===== src/rtl/keypad_scanner_pkg.sv =====
// Shared constants, types and helpers for the 4x4 keypad scanner.
// Key codes are {row[1:0], col[1:0]}; the same index addresses the 16-bit scan snapshot.
package keypad_scanner_pkg;

  localparam logic [3:0]  COL_INIT  = 4'b1110;
  localparam logic [3:0]  KEY_CLEAR = 4'hC;
  localparam int unsigned DB_CNT_W  = 3;

  // "none" is always encoded as vld=0 with code=0 so whole-struct compares are exact.
  typedef struct packed {
    logic       vld;
    logic [3:0] code;
  } key_t;

  function automatic logic [3:0] key_code_f(input logic [1:0] row, input logic [1:0] col);
    return {row, col};
  endfunction

endpackage


===== src/rtl/keypad_debounce.sv =====
// Frame-level debouncer: accepts a candidate key after DEBOUNCE_SCANS identical frames.
// Press/release strobes mark the clock edge at which the stable state changes.
module keypad_debounce
  import keypad_scanner_pkg::*;
#(
  parameter int unsigned DEBOUNCE_SCANS = 4
) (
  input  logic i_clk,
  input  logic i_rst,
  input  logic i_frame_end,
  input  key_t i_cand,
  output key_t o_stable,
  output logic o_press,
  output logic o_release
);

  localparam logic [DB_CNT_W-1:0] Thresh = DB_CNT_W'(DEBOUNCE_SCANS);

  key_t                r_pend;
  key_t                r_stable;
  logic [DB_CNT_W-1:0] r_cnt;
  key_t                w_pend_d;
  key_t                w_stable_d;
  logic [DB_CNT_W-1:0] w_cnt_d;

  always_comb begin
    w_pend_d   = r_pend;
    w_cnt_d    = r_cnt;
    w_stable_d = r_stable;
    if (i_frame_end) begin
      if (i_cand == r_pend) begin
        w_cnt_d = (r_cnt == '1) ? r_cnt : r_cnt + 1'b1;
      end else begin
        w_pend_d = i_cand;
        w_cnt_d  = DB_CNT_W'(1);
      end
      if ((w_cnt_d >= Thresh) && (w_pend_d != r_stable)) begin
        w_stable_d = w_pend_d;
      end
    end
  end

  always_ff @(posedge i_clk) begin
    if (i_rst) begin
      r_pend   <= '0;
      r_cnt    <= '0;
      r_stable <= '0;
    end else begin
      r_pend   <= w_pend_d;
      r_cnt    <= w_cnt_d;
      r_stable <= w_stable_d;
    end
  end

  assign o_stable = r_stable;
  // A direct k->j change counts as a press; only a change to "none" is a release.
  assign o_press   = w_stable_d.vld && (w_stable_d != r_stable);
  assign o_release = !w_stable_d.vld && r_stable.vld;

endmodule


===== src/rtl/keypad_scanner.sv =====
// 4x4 matrix keypad scanner: column strobing, frame snapshot, single-key candidate encoding,
// debounced press pulses and a 4-digit BCD entry shift register.
module keypad_scanner
  import keypad_scanner_pkg::*;
#(
  parameter int unsigned SCAN_DIV       = 131072,
  parameter int unsigned DEBOUNCE_SCANS = 4
) (
  input  logic        i_clk,
  input  logic        i_rst,
  input  logic [3:0]  i_row_n,
  output logic [3:0]  o_col_n,
  output logic [3:0]  o_key_code,
  output logic        o_key_valid,
  output logic        o_key_held,
  output logic [15:0] o_digits
);

  localparam int unsigned       DwellW    = $clog2(SCAN_DIV);
  localparam logic [DwellW-1:0] DwellLast = DwellW'(SCAN_DIV - 1);

  logic [DwellW-1:0] r_dwell;
  logic [3:0]        r_col_n;
  logic [1:0]        r_col_idx;
  logic [15:0]       r_snap;
  logic [3:0]        r_key_code;
  logic              r_key_valid;
  logic              r_key_held;
  logic [15:0]       r_digits;

  logic        w_sample;
  logic        w_frame_end;
  logic [15:0] w_snap_next;
  logic [4:0]  w_hits;
  logic [3:0]  w_idx;
  key_t        w_cand;
  key_t        w_stable;
  logic        w_press;
  logic        w_release;
  logic        w_unused_stable;

  assign w_sample    = (r_dwell == DwellLast);
  assign w_frame_end = w_sample && (r_col_idx == 2'd3);

  // Snapshot including the column being sampled this cycle, so frame end sees all 16 keys.
  always_comb begin
    w_snap_next = r_snap;
    for (int r = 0; r < 4; r++) begin
      w_snap_next[key_code_f(2'(r), r_col_idx)] = ~i_row_n[r];
    end
  end

  // Exactly one key down yields its code; zero or several (ghosting) yield "none".
  always_comb begin
    w_hits = '0;
    w_idx  = '0;
    for (int i = 0; i < 16; i++) begin
      if (w_snap_next[i]) begin
        w_hits = w_hits + 5'd1;
        w_idx  = 4'(i);
      end
    end
    w_cand.vld  = (w_hits == 5'd1);
    w_cand.code = w_cand.vld ? w_idx : 4'h0;
  end

  always_ff @(posedge i_clk) begin
    if (i_rst) begin
      r_dwell   <= '0;
      r_col_n   <= COL_INIT;
      r_col_idx <= 2'd0;
      r_snap    <= '0;
    end else if (w_sample) begin
      r_dwell   <= '0;
      r_snap    <= w_snap_next;
      r_col_n   <= {r_col_n[2:0], r_col_n[3]};
      r_col_idx <= r_col_idx + 2'd1;
    end else begin
      r_dwell <= r_dwell + 1'b1;
    end
  end

  keypad_debounce #(
    .DEBOUNCE_SCANS (DEBOUNCE_SCANS)
  ) u_debounce (
    .i_clk       (i_clk),
    .i_rst       (i_rst),
    .i_frame_end (w_frame_end),
    .i_cand      (w_cand),
    .o_stable    (w_stable),
    .o_press     (w_press),
    .o_release   (w_release)
  );

  // Outputs are registered on the same edge the debouncer commits its new stable state.
  assign w_unused_stable = ^w_stable;

  always_ff @(posedge i_clk) begin
    if (i_rst) begin
      r_key_code  <= 4'h0;
      r_key_valid <= 1'b0;
      r_key_held  <= 1'b0;
      r_digits    <= 16'h0000;
    end else begin
      r_key_valid <= w_press;
      if (w_press) begin
        r_key_code <= w_cand.code;
        r_key_held <= 1'b1;
        if (w_cand.code <= 4'd9) begin
          r_digits <= {r_digits[11:0], w_cand.code};
        end else if (w_cand.code == KEY_CLEAR) begin
          r_digits <= 16'h0000;
        end
      end else if (w_release) begin
        r_key_held <= 1'b0;
      end
    end
  end

  assign o_col_n     = r_col_n;
  assign o_key_code  = r_key_code;
  assign o_key_valid = r_key_valid;
  assign o_key_held  = r_key_held;
  assign o_digits    = r_digits;

endmodule

===== config.mk =====
export PLATFORM = sky130hd
export DESIGN_NAME = keypad_scanner
export DESIGN_NICKNAME = d
export VERILOG_FILES = /design/src/rtl/keypad_scanner_pkg.sv /design/src/rtl/keypad_debounce.sv /design/src/rtl/keypad_scanner.sv
export SDC_FILE = /design/constraint.sdc
export NUM_CORES = 1
export LEC_CHECK = 0
export CORE_MARGIN = 1
export CORE_UTILIZATION = 25
export CTS_BUF_LIST = sky130_fd_sc_hd__clkbuf_16
export CTS_CLUSTER_DIAMETER = 150
export DETAILED_ROUTE_END_ITERATION = 6
export HOLD_SLACK_MARGIN = 0.05
export PLACE_DENSITY = 0.48
export RECOVER_POWER = 50
export SLEW_MARGIN = 10
export SYNTH_ARGS = -nofsm -noshare
export SYNTH_HDL_FRONTEND = slang
export SYNTH_SLANG_ARGS = --single-unit

===== constraint.sdc =====
create_clock -name i_clk -period 11.06 [get_ports i_clk]
set_input_delay 1.106 -clock i_clk [delete_from_list [all_inputs] [get_ports i_clk]]
set_output_delay 1.106 -clock i_clk [all_outputs]
set_load 0.005 [all_outputs]

## After elaboration in Yosys (flattened, before gate mapping)

Index checks and enable logic that the tools add are counted.

| word-level totals | value |
|---|---|
| register bits after elaboration | 74 |
| logic and storage cells | 121 |
| bits of input ports | 6 |
| output and inout bits | 26 |

| operators by class | value |
|---|---|
| $add $sub $neg | 18 |
| magnitude comparators | 10 |
| bitwise operators | 4 |
| equal/unequal tests | 8 |
| multiplexer cells | 55 |
| reduce and logical (&&, ||, !) cells | 13 |

Operator list:

| operator | number |
|---|---|
| 5-bit 2-to-1 mux | 19 |
| 5-bit by 1-bit adder with 5-bit output (second input constant) | 15 |
| 16-bit bitwise mux | 4 |
| 4-bit 2-to-1 mux | 15 |
| 16-bit 2-to-1 mux | 2 |
| 17-bit by 1-bit adder with 17-bit output (second input constant) | 1 |
| 17-bit == test (second input constant) | 1 |
| 4-bit by 5-bit < comparator with 1-bit output (second input constant) | 2 |
| 5-bit != test | 2 |
| 3-bit 2-to-1 mux | 3 |
| 1-bit demux with 2-bit select | 4 |
| 4-bit by 1-bit greater-or-equal comparator with 1-bit output (second input constant) | 2 |
| 1-bit logical AND | 8 |
| 1-bit 2-to-1 mux | 8 |
| 5-bit by 1-bit == test with 1-bit output (second input constant) | 1 |
| 5-bit == test | 1 |
| 2-bit by 5-bit < comparator with 1-bit output (second input constant) | 1 |
| 3-bit by 5-bit < comparator with 1-bit output (second input constant) | 1 |
| 4-bit == test (second input constant) | 1 |
| 4-bit <= comparator (second input constant) | 1 |
| 1-bit NOT | 4 |
| 2-bit nonzero test | 2 |
| 3-bit by 1-bit adder with 3-bit output (second input constant) | 1 |
| 3-bit == test (second input constant) | 1 |
| other kinds (8) | 8 |

## Longest topological paths before layout

Gate-level depths: netlist (run 1).

| depth | value |
|---|---|
| word-level depth | 52 |
| mapped depth | 62 |
| depth with buffers taken out | 57 |

## By module

From an unflattened synthesis (run 1), not the netlist that was laid out.

| unflattened totals | value |
|---|---|
| cell total of the unflattened synthesis | 611 |
| area total of the unflattened synthesis | 5,213.8 um2 |

By module, submodules not included:

| module | area an instance (um2) | seq. area each (um2) | times used | cells each |
|---|---|---|---|---|
| keypad_scanner | 4,506.8 | 1,221.2 | 1 | 540 |
| keypad_debounce | 706.9 | 260.2 | 1 | 71 |

## Least setup slack after synthesis (run 1)

No wires, ideal clock.

| timing path | value |
|---|---|
| kind | input port to flip-flop |
| start | in i_row_n[0] |
| end | reg r_digits[2], in the netlist o_digits[2] |
| setup slack | -0.427 ns |
| arrival time | 11.419 ns |
| stages | 58 |
| buffers on the path | 4 |
| path through | buf_4 nand2_1 o21a_1 inv_1 ha_1 or4_4 and2_4 buf_6 inv_2 ha_1 nand3_1 o21ai_0 ha_1 nand3_1 o21a_1 o21ai_0 ha_1 nor2_1 [22 not listed] o311a_1 ha_1 mux2_2 ha_1 nor2_1 nor2_1 ha_1 mux2i_1 a22oi_2 or3_1 mux2i_4 nand2_4 o2bb2ai_1 or3_1 or4_1 buf_2 nor4_1 o21bai_2 |

| between the ends | value |
|---|---|
| cells in the longest elaborated chain, start to end | 48 |

RTL lines:

| what | RTL line | text |
|---|---|---|
| start, declared | keypad_scanner.sv:11 | `input logic [3:0] i_row_n,` |
| 1-bit NOT (*) | keypad_scanner.sv:49 | `w_snap_next[key_code_f(2'(r), r_col_idx)] = ~i_row_n[r];` |
| 16-bit bitwise mux (*) (4 in series) | keypad_scanner.sv:49 |  |
| 1-bit 2-to-1 mux | keypad_scanner.sv:58 | `if (w_snap_next[i]) begin` |
| 5-bit by 1-bit adder with 5-bit output | keypad_scanner.sv:59 | `w_hits = w_hits + 5'd1;` |
| 5-bit 2-to-1 mux | keypad_scanner.sv:58 |  |
| 5-bit by 1-bit adder with 5-bit output | keypad_scanner.sv:59 |  |
| 5-bit 2-to-1 mux | keypad_scanner.sv:58 |  |
| 5-bit by 1-bit adder with 5-bit output | keypad_scanner.sv:59 |  |
| [29 not listed] | n/a |  |
| 3-bit 2-to-1 mux or 5-bit 2-to-1 mux (tied branches) | keypad_debounce.sv:30 | `if (i_frame_end) begin` |
| 3-bit greater-or-equal comparator or 5-bit != test (tied branches) | keypad_debounce.sv:37 | `if ((w_cnt_d >= Thresh) && (w_pend_d != r_stable)) begin` |
| 1-bit logical AND | keypad_debounce.sv:37 |  |
| 5-bit 2-to-1 mux | keypad_debounce.sv:37 |  |
| 5-bit 2-to-1 mux | keypad_debounce.sv:30 |  |
| 5-bit != test | keypad_debounce.sv:57 | `assign o_press = w_stable_d.vld && (w_stable_d != r_stable);` |
| 1-bit logical AND | keypad_debounce.sv:57 |  |
| 2-bit AND reduction (no line) | n/a |  |
| end signal, assigned | keypad_scanner.sv:110 | `r_digits <= {r_digits[11:0], w_cand.code};` |
| end, declared | keypad_scanner.sv:29 | `logic [15:0] r_digits;` |

Mark *: on every way between the ends. The rest lies on a longest branch, timed or not. The select of a mux whose other input is x is not followed.
A chain may end at the register's enable or synchronous reset.

## Worst setup path in the final report (run 1)

Same ends and word-level chain as after synthesis.

==> results of run 1 <==
power groups by stage:
stage / sequential [mW] / clock [mW] / combinational [mW]
floorplan: 0.274 / 0 / 0.0827
global placement: 0.274 / 0 / 0.115
detailed placement: 0.274 / 0 / 0.114
CTS: 0.268 / 0.260 / 0.116
global route: 0.268 / 0.270 / 0.145
finish: 0.268 / 0.251 / 0.133
critical path: cells and delay by family:
| kind | cells | cell delay, ns |
|---|---|---|
| and+or+nand+nor | 20 | 3.45 |
| muxes | 3 | 0.74 |
| buffers and inverters | 4 | 0.31 |
| AOI/OAI and AO/OA | 15 | 1.82 |
| adders and majority gates | 13 | 3.40 |
synthesized netlist by cell type, drive strengths merged, types with 5 or more instances:
cell type	n
a211o	5
a211oi	7
a21o	7
a21oi	37
and2	11
and3	11
buf	12
clkbuf	23
dfxtp	74
ha	21
inv	25
mux2i	18
nand2	41
nand2b	23
nand3	18
nand3b	5
nand4	7
nor2	80
nor2b	9
nor3	16
nor4	5
o21a	5
o21ai	25
o21bai	5
o22ai	11
o32ai	8
or2	7
or3	10
xnor2	38
xnor3	7
xor2	26
through the flow:
step                      setup TNS [ns]  hold WS [ns]  setup slack, ns  area, um^2  std cells
after global routing              -0.211         0.457          -0.0618        6910        996
after floorplan                        0         0.413          0.00763        5510        654
final                                  0         0.441            0.440        6910        996
after detailed placement          -13.62         0.436           -0.662        6420        979
after global placement            -10.02         0.427           -0.627        6420        979
after CTS                              0         0.445           0.0678        6680        993
routing by layer:
layer	global-route usage, %	share of wire, %	vias to the layer above
li1	-	-	2458
met1	17.5	51	2207
met2	20.5	45	48
met3	1.59	2.1	10
met4	3.78	1.2	0
met5	0	0	-
final cells by class:
cell class,count,area [um^2]
Timing Repair Buffer,88,791
Multi-Input combinational cell,520,3950
Clock buffer,9,225
Fill cell,2232,14200
Inverter,25,93.8
Sequential cell,74,1480
Clock inverter,5,25.0
Tap cell,275,344
worst paths after layout:
kind	startpoint	to	depth (start not counted)
worst max-delay path	i_row_n[0]	o_digits[2]	55
worst min-delay path	r_dwell[0]	r_dwell[0]	1
worst max register to register	r_col_idx[1]	o_digits[2]	56
worst min register to register	r_dwell[0]	r_dwell[0]	1
flip-flops by register name (all words and copies together) (netlist names):
name	count
o_col_n	4
o_digits	16
o_key_code	4
o_key_held	1
o_key_valid	1
r_col_idx	2
r_dwell	17
r_snap	16
u_debounce.o_stable	5
u_debounce.r_cnt	3
u_debounce.r_pend	5
what timing repair did:
| item | CTS | global route |
|---|---|---|
| gates resized for setup | 3 | 46 |
| pin swaps | 0 | 27 |
| buffers inserted | 0 | 3 |
| endpoints found under the setup margin | 28 | 32 |
| gates cloned | 0 | 0 |
kinds of logic after synthesis:
| logic type | share of synthesized area, % |
|---|---|
| flip-flops | 27.4 |
| buffers and inverters | 4.52 |
| XOR/XNOR | 14.8 |
| AO/OA/AOI/OAI | 18.7 |
| AND/OR/NAND/NOR | 24.9 |
| multiplexers | 4.63 |
| adder cells (fa/ha/maj) | 5.05 |
cell usage in the layout (no fill, tap or decap), types with 7 or more instances in the layout:
cell | netlist | final
a21o_1 | 7 | 7
and3_1 | 11 | 11
xor2_1 | 25 | 25
nor2b_1 | 9 | 9
or3_1 | 10 | 9
o22ai_1 | 11 | 10
nor3_1 | 15 | 13
inv_1 | 22 | 20
mux2i_1 | 16 | 14
xnor2_1 | 35 | 34
buf_4 | 1 | 49
o21ai_0 | 22 | 14
dlygate4sd3_1 | 0 | 26
nand3_1 | 18 | 17
nor2_1 | 80 | 76
dfxtp_1 | 74 | 73
nand2_1 | 40 | 38
ha_1 | 21 | 14
nand2b_1 | 23 | 22
clkbuf_16 | 0 | 9
a21oi_1 | 37 | 36
nand4_1 | 7 | 7
a211oi_1 | 7 | 7
and2_1 | 9 | 9
==> impl_metrics.ini, run 1 <==
[cts]
clock-sinks = 74
htreeDepth = 3
root_buffer = clkbuf_16
cts_buffer_depth = 2
clock_latency_ns = 0.32
clkSlewWorstSetupHoldPaths_ns = 0.05
cts_hold_buf = 0
cts_buffers = 9
cts_tree = done

[timing]
worst_pin_slew_ns = 0.958
min_period_ns = 10.62
fin_skew_ns = 0.00265
setup_viol = 0
slew_viol_final = 0
slew_headroom_pct = 36.1
hold_viol = 0
max_freq_mhz = 94.2
min_period_over_period_pct = 96.0

[flow_run]
maxCapViolCount = 0

[synth]
seq_area_frac_synth_pct = 27.4
synth_area_leaders = dfxtp_1 (27%), xnor2_1 (5.7%), nor2_1 (5.6%), ha_1 (4.9%), xor2_1 (4.1%)
yosysTopAreaCellShare_pct = 27.4
syn_nets = 681
syn_area_mm2 = 0.00540
synth-main-ff-cell = dfxtp_1
ys_seq_elements = 74
synth.largest_area_cell = dfxtp_1
synth_area_per_cell_um2 = 8.26
synth-edff-count = 0
async_reset_ff_share_pct = 0
synth.distinct_cells = 83
syn_inst = 654
ys.warnings.count = 0

[final_layout]
finalNetCount = 745
final_core_util_pct = 32.8
antenna_cells = 0
area_growth_pct = 28.0
drive_gt1_share_pct = 19.7

[routing]
drt-total-wl_mm = 13.9
vias = 4723
drt_first_pass_iters = 4
drtAntennaViolNets = 0
viasPerCell = 4.74
wl_per_cell_um = 14.0
drt_first_iter_violations = 171
drc_errors = 0

[die]
io_pins = 32
die_h_um = 149
die_area_mm2 = 0.0222
rows = 53
coreArea_mm2 = 0.0211
initial_core_util_pct = 25.6
fp.dieW_um = 149

[placement]
gp_congestion = 0.733
io_buffers = 31
hpwl_mm = 10.5

[global_route]
antenna_found_initial = 0
grt_max_degree = 63
gr-total-overflow = 0
grt_pass1_wl_mm = 22.6
grt_usage_pct = 12.7
grt_pass1_vias = 4387

[worst_setup_path]
cp-start-kind = input port
max_stage_delay_ns = 0.52
crit_arrival_ns = 10.88
end_kind = flip-flop
required_ns = 11.32
crit_fanout = 7
path_class = in -> reg
r2r_setup_slack_ns = 0.54
cp_slowest_cell = or4_4

[pwr]
pwr-share-clk_pct = 38.4
p_seq_share_pct = 41.1
netSwitchingFraction_pct = 26.3
p_per_area_mw_per_mm2 = 94.3
power_uw = 652
p_int_uw = 480
power.switching_uw = 172
ir_drop_mv = 0.0997
combPwrFrac_pct = 20.5
p_leak_nw = 2.65

[min_path]
holdCritPathClass = reg -> reg

[run_status]
status = completed
Note: power is estimated with default switching activity, not from simulation.
==> run 2, diff against run 1 <==
--- a/config.mk
+++ b/config.mk
@@ -5,15 +5,16 @@
 export SDC_FILE = /design/constraint.sdc
 export NUM_CORES = 1
 export LEC_CHECK = 0
-export CORE_MARGIN = 1
+export CORE_MARGIN = 8
 export CORE_UTILIZATION = 25
 export CTS_BUF_LIST = sky130_fd_sc_hd__clkbuf_16
 export CTS_CLUSTER_DIAMETER = 150
 export DETAILED_ROUTE_END_ITERATION = 6
 export HOLD_SLACK_MARGIN = 0.05
-export PLACE_DENSITY = 0.48
+export PLACE_DENSITY = 0.49
 export RECOVER_POWER = 50
 export SLEW_MARGIN = 10
 export SYNTH_ARGS = -nofsm -noshare
 export SYNTH_HDL_FRONTEND = slang
+export SYNTH_HIERARCHICAL = 1
 export SYNTH_SLANG_ARGS = --single-unit
==> run 2 against run 1 <==
Against the previous run:
- largest power group is now clock
- cell area grew 9.8%
- critical endpoint is now o_digits[14]
- global-route usage shrank 1.8 points
- fmax shrank 18%
- sequential share of layout area shrank 1.9 points
- largest cell class unchanged
- critical path type unchanged
- register-to-register slack lost 2.2 ns
- count of clock-buffer cells in the layout is the same
- wire length grew 0.87%
- non-clock buffer count grew 89
- the run now ends with setup timing left
- worst setup slack lost 2.3 ns
==> impl_metrics.ini, run 2 <==
[routing]
drtAntennaViolNets = 0
wl_per_cell_um = 13.4
drt-total-wl_mm = 14.0
drc_errors = 0
drt_first_iter_violations = 183
viasPerCell = 4.54
drt_first_pass_iters = 5
vias = 4767

[final_layout]
largest_reg_flops = 17
finalNetCount = 797
final_core_util_pct = 36.6
final_cell_mix = buf_4 (125), nor2_1 (78), dfxtp_1 (74)
final_cells = 1049
top_register = r_dwell
antenna_cells = 0
layout_commonest_cell = buf_4
drive_gt1_share_pct = 33.6
area_growth_pct = 45.6

[worst_setup_path]
rr_startpoint = r_col_idx[0]
crit_fanout = 8
ff2ff_path_depth = 66
required_ns = 11.29
cp-start-kind = input port
max_stage_delay_ns = 0.38
path_class = in -> reg
reg2reg_to = o_digits[14]
cp_slowest_cell = or3_4
end_kind = flip-flop
r2r_setup_slack_ns = -1.67
path_common_cell = ha_4
crit_arrival_ns = 13.13

[timing]
fin_skew_ns = 0.00755
rsz0062_at_grt = true
max_freq_mhz = 77.5
setup_viol = 31
hold_ws_ns = 0.440
min_period_ns = 12.90
slew_headroom_pct = 25.2
min_period_over_period_pct = 117
fin_tns_setup_ns = -44.59
slew_viol_final = 0
layout_setup_ws_ns = -1.84
worst_pin_slew_ns = 1.12
hold_viol = 0

[synth]
synth_area_per_cell_um2 = 8.53
syn_area_mm2 = 0.00521
synth-edff-count = 0
yosysTopAreaCellShare_pct = 28.4
synth_common_cells = nor2_1 (86), dfxtp_1 (74), nand2_1 (39)
async_reset_ff_share_pct = 0
ys.warnings.count = 6
ys_seq_elements = 74
synth.largest_area_cell = dfxtp_1
seq_area_frac_synth_pct = 28.4
synth-main-ff-cell = dfxtp_1
syn_nets = 639
synth_area_leaders = dfxtp_1 (28%), nor2_1 (6.2%), xnor2_1 (5.5%), ha_1 (5.3%), mux2i_1 (4.6%)
synth.distinct_cells = 87
syn_inst = 611
yosysMostFrequentCell = nor2_1

[pwr]
p_int_uw = 521
power_uw = 711
p_per_area_mw_per_mm2 = 93.6
p_leak_nw = 3.04
netSwitchingFraction_pct = 26.6
pwr-share-clk_pct = 41.4
power.switching_uw = 189
ir_drop_mv = 0.0858
combPwrFrac_pct = 20.8
p_seq_share_pct = 37.7

[placement]
dp_cells = 1001
hpwl_mm = 10.2
gp_congestion = 0.770
io_buffers = 31

[cts]
cts_buffer_depth = 2
clkSlewWorstSetupHoldPaths_ns = 0.06
cts_tree = done
clock-sinks = 74
htreeDepth = 3
root_buffer = clkbuf_16
clock_latency_ns = 0.34
cts_buffers = 9
cts_hold_buf = 0

[min_path]
hold_end = r_dwell[0]
holdCritPathClass = reg -> reg
hold_depth = 1
min_from = r_dwell[0]

[die]
die_area_mm2 = 0.0257
rows = 53
initial_core_util_pct = 25.1
fp.dieW_um = 160
die_h_um = 160
coreArea_mm2 = 0.0208
io_pins = 32

[global_route]
grt_pass1_wl_mm = 23.1
grt_usage_pct = 10.9
grt_max_degree = 48
gr-total-overflow = 0
antenna_found_initial = 0
grt_pass1_vias = 4608

[run_status]
violations = setup timing
status = complete, but fails checks

[flow_run]
maxCapViolCount = 0
run 2: cell count changes after synthesis, sizes merged, moves of 5 or more:
cell / change
a32o: +11
clkbuf: -6
mux2i: +6
nand2b: -8
nor2: +8
nor2b: -5
nor3: -10
o211ai: +5
o21ai: -7
o22ai: -10
run 2: area by class of cell:
class                   count  area (um^2)
multi-input cells         483         3890
inverters                  24         90.1
clock inverters             7         76.3
clock buffers               9          225
fillers                  2125        13200
repair buffers            177         1490
flip-flops and latches     74         1480
well taps                 275          344
run 2: worst max path at each step:
stage	slack, ns	from	endpoint	cells past startpoint
2_1_floorplan	-2.81	i_row_n[0]	o_digits[4]	67
5_1_grt	-2.26	i_row_n[0]	o_digits[12]	65
3_5_place_dp	-2.96	i_row_n[0]	o_digits[8]	64
3_3_place_gp	-2.75	i_row_n[0]	o_digits[8]	65
4_1_cts	-1.58	i_row_n[0]	o_digits[12]	66
6_report	-1.84	i_row_n[0]	o_digits[14]	65
run 2: repair_timing:
item / CTS / global route
resized for setup: 43 / 28
endpoints found under the hold margin: 0 / 0
setup endpoints to repair: 35 / 35
setup buffers: 24 / 11
pin swaps: 49 / 32
gates cloned: 1 / 0
run 2: per-layer routing:
metal  up-vias  global-route usage [%]  routed length [um]
met5         -                       0                   0
met1      2218                    13.3                6540
met2        50                    19.2                7110
li1       2490                       -                   -
met3         9                    1.23                 190
met4         0                    3.91                 180
run 2: stage by stage:
stage	setup WS [ns]	area (um^2)
floorplan	-2.81	5400
global route	-2.26	7590
detailed placement	-2.96	6730
finish	-1.84	7590
CTS	-1.58	7400
global placement	-2.75	6730
run 2: power groups by stage:
stage               Combinational [mW]  Clock (mW)  Sequential, mW
floorplan                       0.0793           0           0.274
global placement                 0.115           0           0.274
detailed placement               0.115           0           0.274
CTS                              0.133       0.306           0.268
global route                     0.162       0.318           0.268
finish                           0.148       0.294           0.268
run 2: critical path: cells and delay by family:
family	cells	cell delay, ns
AO/OA/AOI/OAI	15	2.33
XOR/XNOR	1	0.09
adder cells (fa/ha/maj)	15	3.77
buffers and inverters	7	0.47
multiplexers	5	1.19
AND/OR/NAND/NOR	22	4.18
run 2: cells by family (layout without fill, tap and decap cells):
kind of cell,count (synthesis),count (layout),share of synthesized area [%]
adder cells (fa/ha/maj),22,22,5.28
buffers and inverters,55,217,5.16
AND/OR/NAND/NOR,233,233,22.7
multiplexers,28,28,5.47
flip-flops,74,74,28.4
XOR/XNOR,68,68,13.8
AO/OA/AOI/OAI,131,132,19.2
